File: src/rtl/conf_pkt_parser.sv
// conf_pkt_parser
//
// Sits on a 134-bit beat stream. Normal packets are forwarded one cycle later
// with their beats bit-identical. Configuration packets, whose head carries
// CONF_ETHERTYPE in bits [31:16], are consumed here. Each of their body and
// tail beats becomes a 32-bit register write. Configuration packets never
// appear on o_data.
//
// Build option:
//   CONF_PKT_STATS_EN  when defined, adds the saturating packet and
//                      framing-error counters. When it is undefined, both
//                      counter outputs read 0 and no counter flops exist.
//
// Ports:
//   i_clk           clock; all logic runs on its rising edge
//   i_rst           synchronous active-high reset
//   i_data_valid    input beat qualifier; there is no backpressure
//   i_data[133:0]   [133:132] position (01 head, 00 body, 10 tail, 11 single)
//                   [131:128] byte info, [127:0] payload
//   o_data_valid    forwarded beat qualifier
//   o_data[133:0]   forwarded beat
//   o_conf_valid    one-cycle configuration write strobe
//   o_conf_addr     write address, taken from payload [47:16]
//   o_conf_data     write data, taken from payload [79:48]
//   o_cnt_conf_pkt  number of complete configuration packets, saturating
//   o_cnt_err       number of framing errors, saturating

module conf_pkt_parser #(
    parameter logic [15:0] CONF_ETHERTYPE = 16'h9006,
    parameter int unsigned FWD_LAT        = 1
) (
    input  logic         i_clk,
    input  logic         i_rst,
    input  logic         i_data_valid,
    input  logic [133:0] i_data,
    output logic         o_data_valid,
    output logic [133:0] o_data,
    output logic         o_conf_valid,
    output logic [31:0]  o_conf_addr,
    output logic [31:0]  o_conf_data,
    output logic [15:0]  o_cnt_conf_pkt,
    output logic [15:0]  o_cnt_err
);

    // Only a single register stage is implemented.
    if (FWD_LAT != 1) begin : g_bad_lat
        $error("conf_pkt_parser: only FWD_LAT == 1 is supported");
    end

    localparam logic [1:0] POS_BODY   = 2'b00;
    localparam logic [1:0] POS_HEAD   = 2'b01;
    localparam logic [1:0] POS_TAIL   = 2'b10;
    localparam logic [1:0] POS_SINGLE = 2'b11;

    typedef enum logic [1:0] {IDLE, FWD, CONF} state_e;

    state_e state_q, state_d;
    logic   fwd_beat;    // beat goes out on o_data next cycle
    logic   conf_write;  // beat becomes a config write next cycle
    logic   conf_done;   // config tail accepted
    logic   frame_err;   // stray body/tail, or head while inside a packet
    logic   is_conf;

    assign is_conf = (i_data[31:16] == CONF_ETHERTYPE);

    always_comb begin
        state_d    = state_q;
        fwd_beat   = 1'b0;
        conf_write = 1'b0;
        conf_done  = 1'b0;
        frame_err  = 1'b0;
        if (i_data_valid) begin
            case (i_data[133:132])
                POS_HEAD: begin
                    // A head inside a packet means the tail went missing. The
                    // truncated packet is abandoned and this head starts over.
                    frame_err = (state_q != IDLE);
                    if (is_conf) begin
                        state_d = CONF;
                    end else begin
                        state_d  = FWD;
                        fwd_beat = 1'b1;
                    end
                end
                POS_SINGLE: begin
                    // A single-beat config packet carries no write and is not
                    // counted.
                    frame_err = (state_q != IDLE);
                    state_d   = IDLE;
                    fwd_beat  = !is_conf;
                end
                POS_BODY, POS_TAIL: begin
                    case (state_q)
                        FWD:     fwd_beat   = 1'b1;
                        CONF:    conf_write = 1'b1;
                        default: frame_err  = 1'b1;  // stray beat, dropped
                    endcase
                    if (i_data[133:132] == POS_TAIL) begin
                        conf_done = (state_q == CONF);
                        state_d   = IDLE;
                    end
                end
                default: ;
            endcase
        end
    end

    always_ff @(posedge i_clk) begin
        if (i_rst) begin
            state_q      <= IDLE;
            o_data_valid <= 1'b0;
            o_data       <= '0;
            o_conf_valid <= 1'b0;
            o_conf_addr  <= '0;
            o_conf_data  <= '0;
        end else begin
            state_q      <= state_d;
            o_data_valid <= fwd_beat;
            o_conf_valid <= conf_write;
            if (fwd_beat) begin
                o_data <= i_data;
            end
            if (conf_write) begin
                o_conf_addr <= i_data[47:16];
                o_conf_data <= i_data[79:48];
            end
        end
    end

`ifdef CONF_PKT_STATS_EN
    logic [15:0] cnt_conf_q;
    logic [15:0] cnt_err_q;

    // The two counters are independent, so both may step in the same cycle.
    always_ff @(posedge i_clk) begin
        if (i_rst) begin
            cnt_conf_q <= '0;
            cnt_err_q  <= '0;
        end else begin
            if (conf_done && (cnt_conf_q != 16'hFFFF)) begin
                cnt_conf_q <= cnt_conf_q + 16'd1;
            end
            if (frame_err && (cnt_err_q != 16'hFFFF)) begin
                cnt_err_q <= cnt_err_q + 16'd1;
            end
        end
    end

    assign o_cnt_conf_pkt = cnt_conf_q;
    assign o_cnt_err      = cnt_err_q;
`else
    logic unused_stats;
    assign unused_stats   = conf_done ^ frame_err;
    assign o_cnt_conf_pkt = '0;
    assign o_cnt_err      = '0;
`endif

endmodule

File: config.mk
export PLATFORM = sky130hd
export DESIGN_NAME = conf_pkt_parser
export DESIGN_NICKNAME = d
export VERILOG_FILES = /design/src/rtl/conf_pkt_parser.sv
export SDC_FILE = /design/constraint.sdc
export NUM_CORES = 1
export LEC_CHECK = 0
export CORE_AREA = 5 5 140 142
export CTS_CLUSTER_DIAMETER = 60
export DETAILED_ROUTE_END_ITERATION = 10
export DIE_AREA = 0 0 145 147
export DONT_BUFFER_PORTS = 1
export PLACE_DENSITY_LB_ADDON = 0.3
export SYNTH_ARGS = -nofsm -noshare
export SYNTH_HDL_FRONTEND = slang
export SYNTH_SLANG_ARGS = --single-unit
File: constraint.sdc
create_clock -name i_clk -period 2.1 [get_ports i_clk]
set_input_delay 0.63 -clock i_clk [delete_from_list [all_inputs] [get_ports i_clk]]
set_output_delay 0.63 -clock i_clk [all_outputs]
set_load 0.1 [all_outputs]
# After elaboration in Yosys (flattened, before gate mapping)
# Cells that the tools add are included.
[word_totals]
n_memories = 0
latch_bits = 0
mem_bits_rw = 0
rom_bits = 0
wordCells = 27
output_inout_bits = 232
in_bits = 137
register_bits = 202
[classes]
bitwise_logic = 0
n_lt_le_gt_ge = 0
n_eq_ne = 7
muxes = 10
shifts = 0
n_reduce_logical = 4
div = 0
mul = 0
addsub = 0
[ops]
columns = ["op", "n"]
rows = [
  ["equality test 16 bit, second input constant", 1],
  ["equality test 2 bit, second input constant", 3],
  ["two-way mux 1 bit", 6],
  ["one-hot mux 2 bit (3 select lines)", 1],
  ["equality test 2 x 1 -> 1 bit, second input constant", 2],
  ["two-way mux 2 bit", 2],
  ["one-hot mux 1 bit (3 select lines)", 1],
  ["logical NOT 2 bit", 1],
  ["inequality test 2 bit, second input constant", 1],
  ["AND reduction 2 bit", 1],
  ["OR reduction 2 bit", 1],
  ["logical NOT 1 bit", 1],
]

# Depth between registers and ports, before layout
[depth]
ltp_word = 4
ltp_mapped = 8

# Least setup slack after synthesis
# OpenSTA, ideal clock, no wires.
[synth_path]
path_type = "input -> register"
startpoint = "in i_data[24]"
endpoint = "reg o_data[43]"
stages = 8
path_buffers = 4
arrival_time_ns = 1.812
setup_time_ns = 0.067
setup_slack_ns = 0.222
path_cell_list = "nor4_1 -> and4_1 -> buf_6 -> buf_6 -> buf_6 -> buf_2 -> nand4_1 -> nand4_1"
[synth_between]
elab_chain_cells = 4
[synth_lines]
columns = ["item", "line_no", "source"]
rows = [
  ["start, declared", "35", "input logic [133:0] i_data,"],
  ["equality test 16 bit *", "64", "assign is_conf = (i_data[31:16] == CONF_ETHERTYPE);"],
  ["two-way mux 1 bit / logical NOT 1 bit (equally long branches)", "78, 90", ""],
  ["one-hot mux 1 bit (3 select lines) *", "73", "case (i_data[133:132])"],
  ["two-way mux 1 bit *", "72", "if (i_data_valid) begin"],
  ["end signal, assigned", "121", "o_data <= i_data;"],
  ["end, declared", "37", "output logic [133:0] o_data,"],
]
# Mark *: on every way between the ends. The rest lies on a longest branch, timed or not.
# A chain may end at the register's enable or synchronous reset.

# Final worst setup path
[layout_path]
startpoint = "reg o_data[95]"
endpoint = "out o_data[95]"
# No word-level cell between the ends.

==> summary.md <==
| Metric | Value |
|---|---|
| Status | completed |
| Routed Antenna Nets | 0 |
| Synth Area per Inst | 7.67 sq um |
| R2R depth | 5 |
| Cell area after layout | around 0.013 sq mm |
| Register bit total from synthesis | between 200 and 250 |
| Layout area overhead | 20.2% |
| Reg2reg start | state_q[1] |
| Delay-heaviest family, CP | flip-flops |
| CP peak stage delay | 0.37 ns |
| Crit path arrival time | 1.19 ns |
| CORE AREA | roughly 0.018 sq mm |
| Final Util | a little over 70% |
| Die H | 147 um |
| Cts hold-fix bufs | 0 |
| Die X-Extent | 145 um |
| First-pass GRT wire length | ~52000 um |
| CP Data Required Time | 1.47 ns |
| Relative slew slack | roughly 60% |
| Hold Vio Cnt, Final | 0 |
| Share of cells above drive strength 1 | between 10% and 20% |
| Dpl cell area | 0.0122 sq mm |
| Hold Worst Slack | 0.183 ns |
| Critical-path maximum fanout | 3 |
| Crit path capture type | output port |
| FFs w/ async S/R, synth | 0% |
| Max Cap Violations | 0 |
| CTS tree | yes |
| Synthesized area | around 0.011 sq mm |
| Hold-critical path endpoint | o_conf_addr[28] |
| Finish-stage setup viols | 0 |
| CP max-delay cell | dfxtp_1 |
| Unrepaired setup endpoints after global routing | false |
| Die ar. | 0.0213 sq mm |
| Worst IR drop on VDD | 669 uV |
| FP Rows | 50 |
| DP Cell Count | 1700 |
| TritonRoute pass-1 iters | 5 |
| Minimum clock period | 1.82 ns |
| Routed length per placed instance | between 15 and 20 um |
| Most common cell after layout, fill and taps aside | nand4_1 |
| Largest net degree at the start of global routing | approximately 270 |
| ANT cells | 0 |
| GRT overflow | 0 |
| Clk buf depth | 3 |
| Hold crit path type | input pin to flop |
| Setup Buffers After CTS | 0 |
| Final slew viol count | 0 |
| GR Util All Layers | between 20 and 30% |
| Crit Reg-Reg Endpoint | o_data[131] |
| Post-synth EDFFs | 0 |
| Vias per inst | about 6.4 |
| Initial antenna violation count | 0 |
| Post-detail-place hpwl | about 21000 um |
| Hold path start | i_rst |
| Post-synthesis sequential area ratio | a little under two fifths |
| Initial Util | 58.8% |
| Syn Inst Count | roughly 1400 |
| DRT Wirelength | ~32000 um |
| Worst-skew pair later-pin latency | between 0.5 and 0.6 ns |
| CP Launch Type | flop |
| Final cycle utilization of the critical path | between 80% and 90% |
| Worst-path cell chain | buf_4 |
| Critical path class | flop to output port |
| Clock sinks | slightly above 200 |
| Final Non-Filler Cells | between 1500 and 2000 |
| DRC violations left | 0 |
| Port buffer count | 0 |
| DRT iter0 DRCs | approximately 840 |
| # IOs | around 370 |
| Number of buffers and inverters on the critical path | 1 |
| Internal reg-to-reg setup slack | between 0.2 and 0.3 ns |
| Pwr Total | approximately 11000 uW |
| Vias | between 10000 and 15000 |
| Layout Nets | approximately 1600 |
| Clock root cell | clkbuf_16 |
| Worst clock skew | around 0.016 ns |
| Ys flop type | dfxtp_1 |
| Leakage | around 0.0050 uW |
| Vias in the first global route | 9873 |
| Hold Path Depth | 1 |
| Post_cts resized | 0 |
| Pwr dens | between 800 and 900 mW/mm^2 |
| Final RePlAce weighted congestion | 0.821 |
| Fill count | approximately 1400 |
| Most frequent cells in the layout | nand4_1, nand2_1, buf_4, dfxtp_1, nand3_1 |
| Reg clk slew, reported paths | about 0.060 ns |
| H-tree depth | 1 |
| Fmax | 550 MHz |
| Worst Tran Pin Value | 0.579 ns |
| Ys Warns | 0 |
| CTS buffer count | 23 |
| Synth cell types | 34 |
[flip-flops by register name (all words and copies together) (netlist names)]
register	cells
o_data	134
o_conf_addr	32
o_conf_data	32
state_q	2
o_conf_valid	1
o_data_valid	1
[synth_stat cells (all sizes together) (2+ instances only)]
| cell | number | area (sq um) |
|---|---|---|
| a211oi | 2 | 15.0 |
| a21oi | 64 | 320 |
| and4bb | 2 | 25.0 |
| buf | 101 | 647 |
| clkbuf | 110 | 422 |
| dfxtp | 202 | 4040 |
| inv | 14 | 52.6 |
| nand2 | 250 | 938 |
| nand3 | 133 | 666 |
| nand4 | 254 | 1590 |
| nand4b | 121 | 1060 |
| nor2 | 3 | 11.3 |
| nor4 | 2 | 12.5 |
| o311ai | 12 | 105 |
| or3 | 121 | 757 |
[per-stage QoR]
| stage | worst slack [ns] | setup TNS (ns) |
|---|---|---|
| 4_1_cts | 0.254 | 0 |
| 2_1_floorplan | 0.222 | 0 |
| 3_3_place_gp | -0.0706 | -4.09 |
| 6_report | 0.280 | 0 |
| 5_1_grt | 0.162 | 0 |
| 3_5_place_dp | -0.105 | -5.67 |
[logic make-up (layout without fill, tap and decap cells)]
family / after synthesis / in the layout / synth area share, %
AND/OR/NAND/NOR: 891 / 891 / 47.3
flip-flops: 202 / 202 / 37.5
AO/OA/AOI/OAI: 85 / 85 / 4.69
other: 1 / 32 / 0.0348
buffers and inverters: 225 / 298 / 10.4
[final cells by class]
class	count	area, sq um	share of cell area (%)
clock buffer	38	692	5.34
timing repair buffer	242	2090	16.1
tap	234	293	2.26
multi-input combinational	1008	5740	44.3
sequential	202	4040	31.2
clock inverter	4	31.3	0.241
inverter	14	60.1	0.464
[power breakdown]
part	switching [uW]	total, uW	internal (uW)
Combinational	2270	2780	517
Clock	1600	3850	2250
Sequential	85.3	4120	4030
Total	3950	10800	6800
[routing by layer]
metal  track usage, %  up-vias  share of wire [%]
met3             9.22       87                 11
li1                 -     5325                  -
met5                0        -                  0
met2             46.6      493                 48
met1             33.7     5243                 38
met4             10.3        0                3.6
[how the worst max path moves through the flow]
stage / to / start / slack [ns] / cells after the start
2_1_floorplan: o_data[43] / i_data[24] / 0.22 / 8
3_3_place_gp: o_data[73] / i_data[24] / -0.07 / 6
3_5_place_dp: o_data[33] / i_data[24] / -0.11 / 6
4_1_cts: o_data[16] / o_data[16] / 0.25 / 1
5_1_grt: o_data[116] / state_q[1] / 0.16 / 5
6_report: o_data[95] / o_data[95] / 0.28 / 1
No activity file was read; power rests on OpenSTA's default activity.
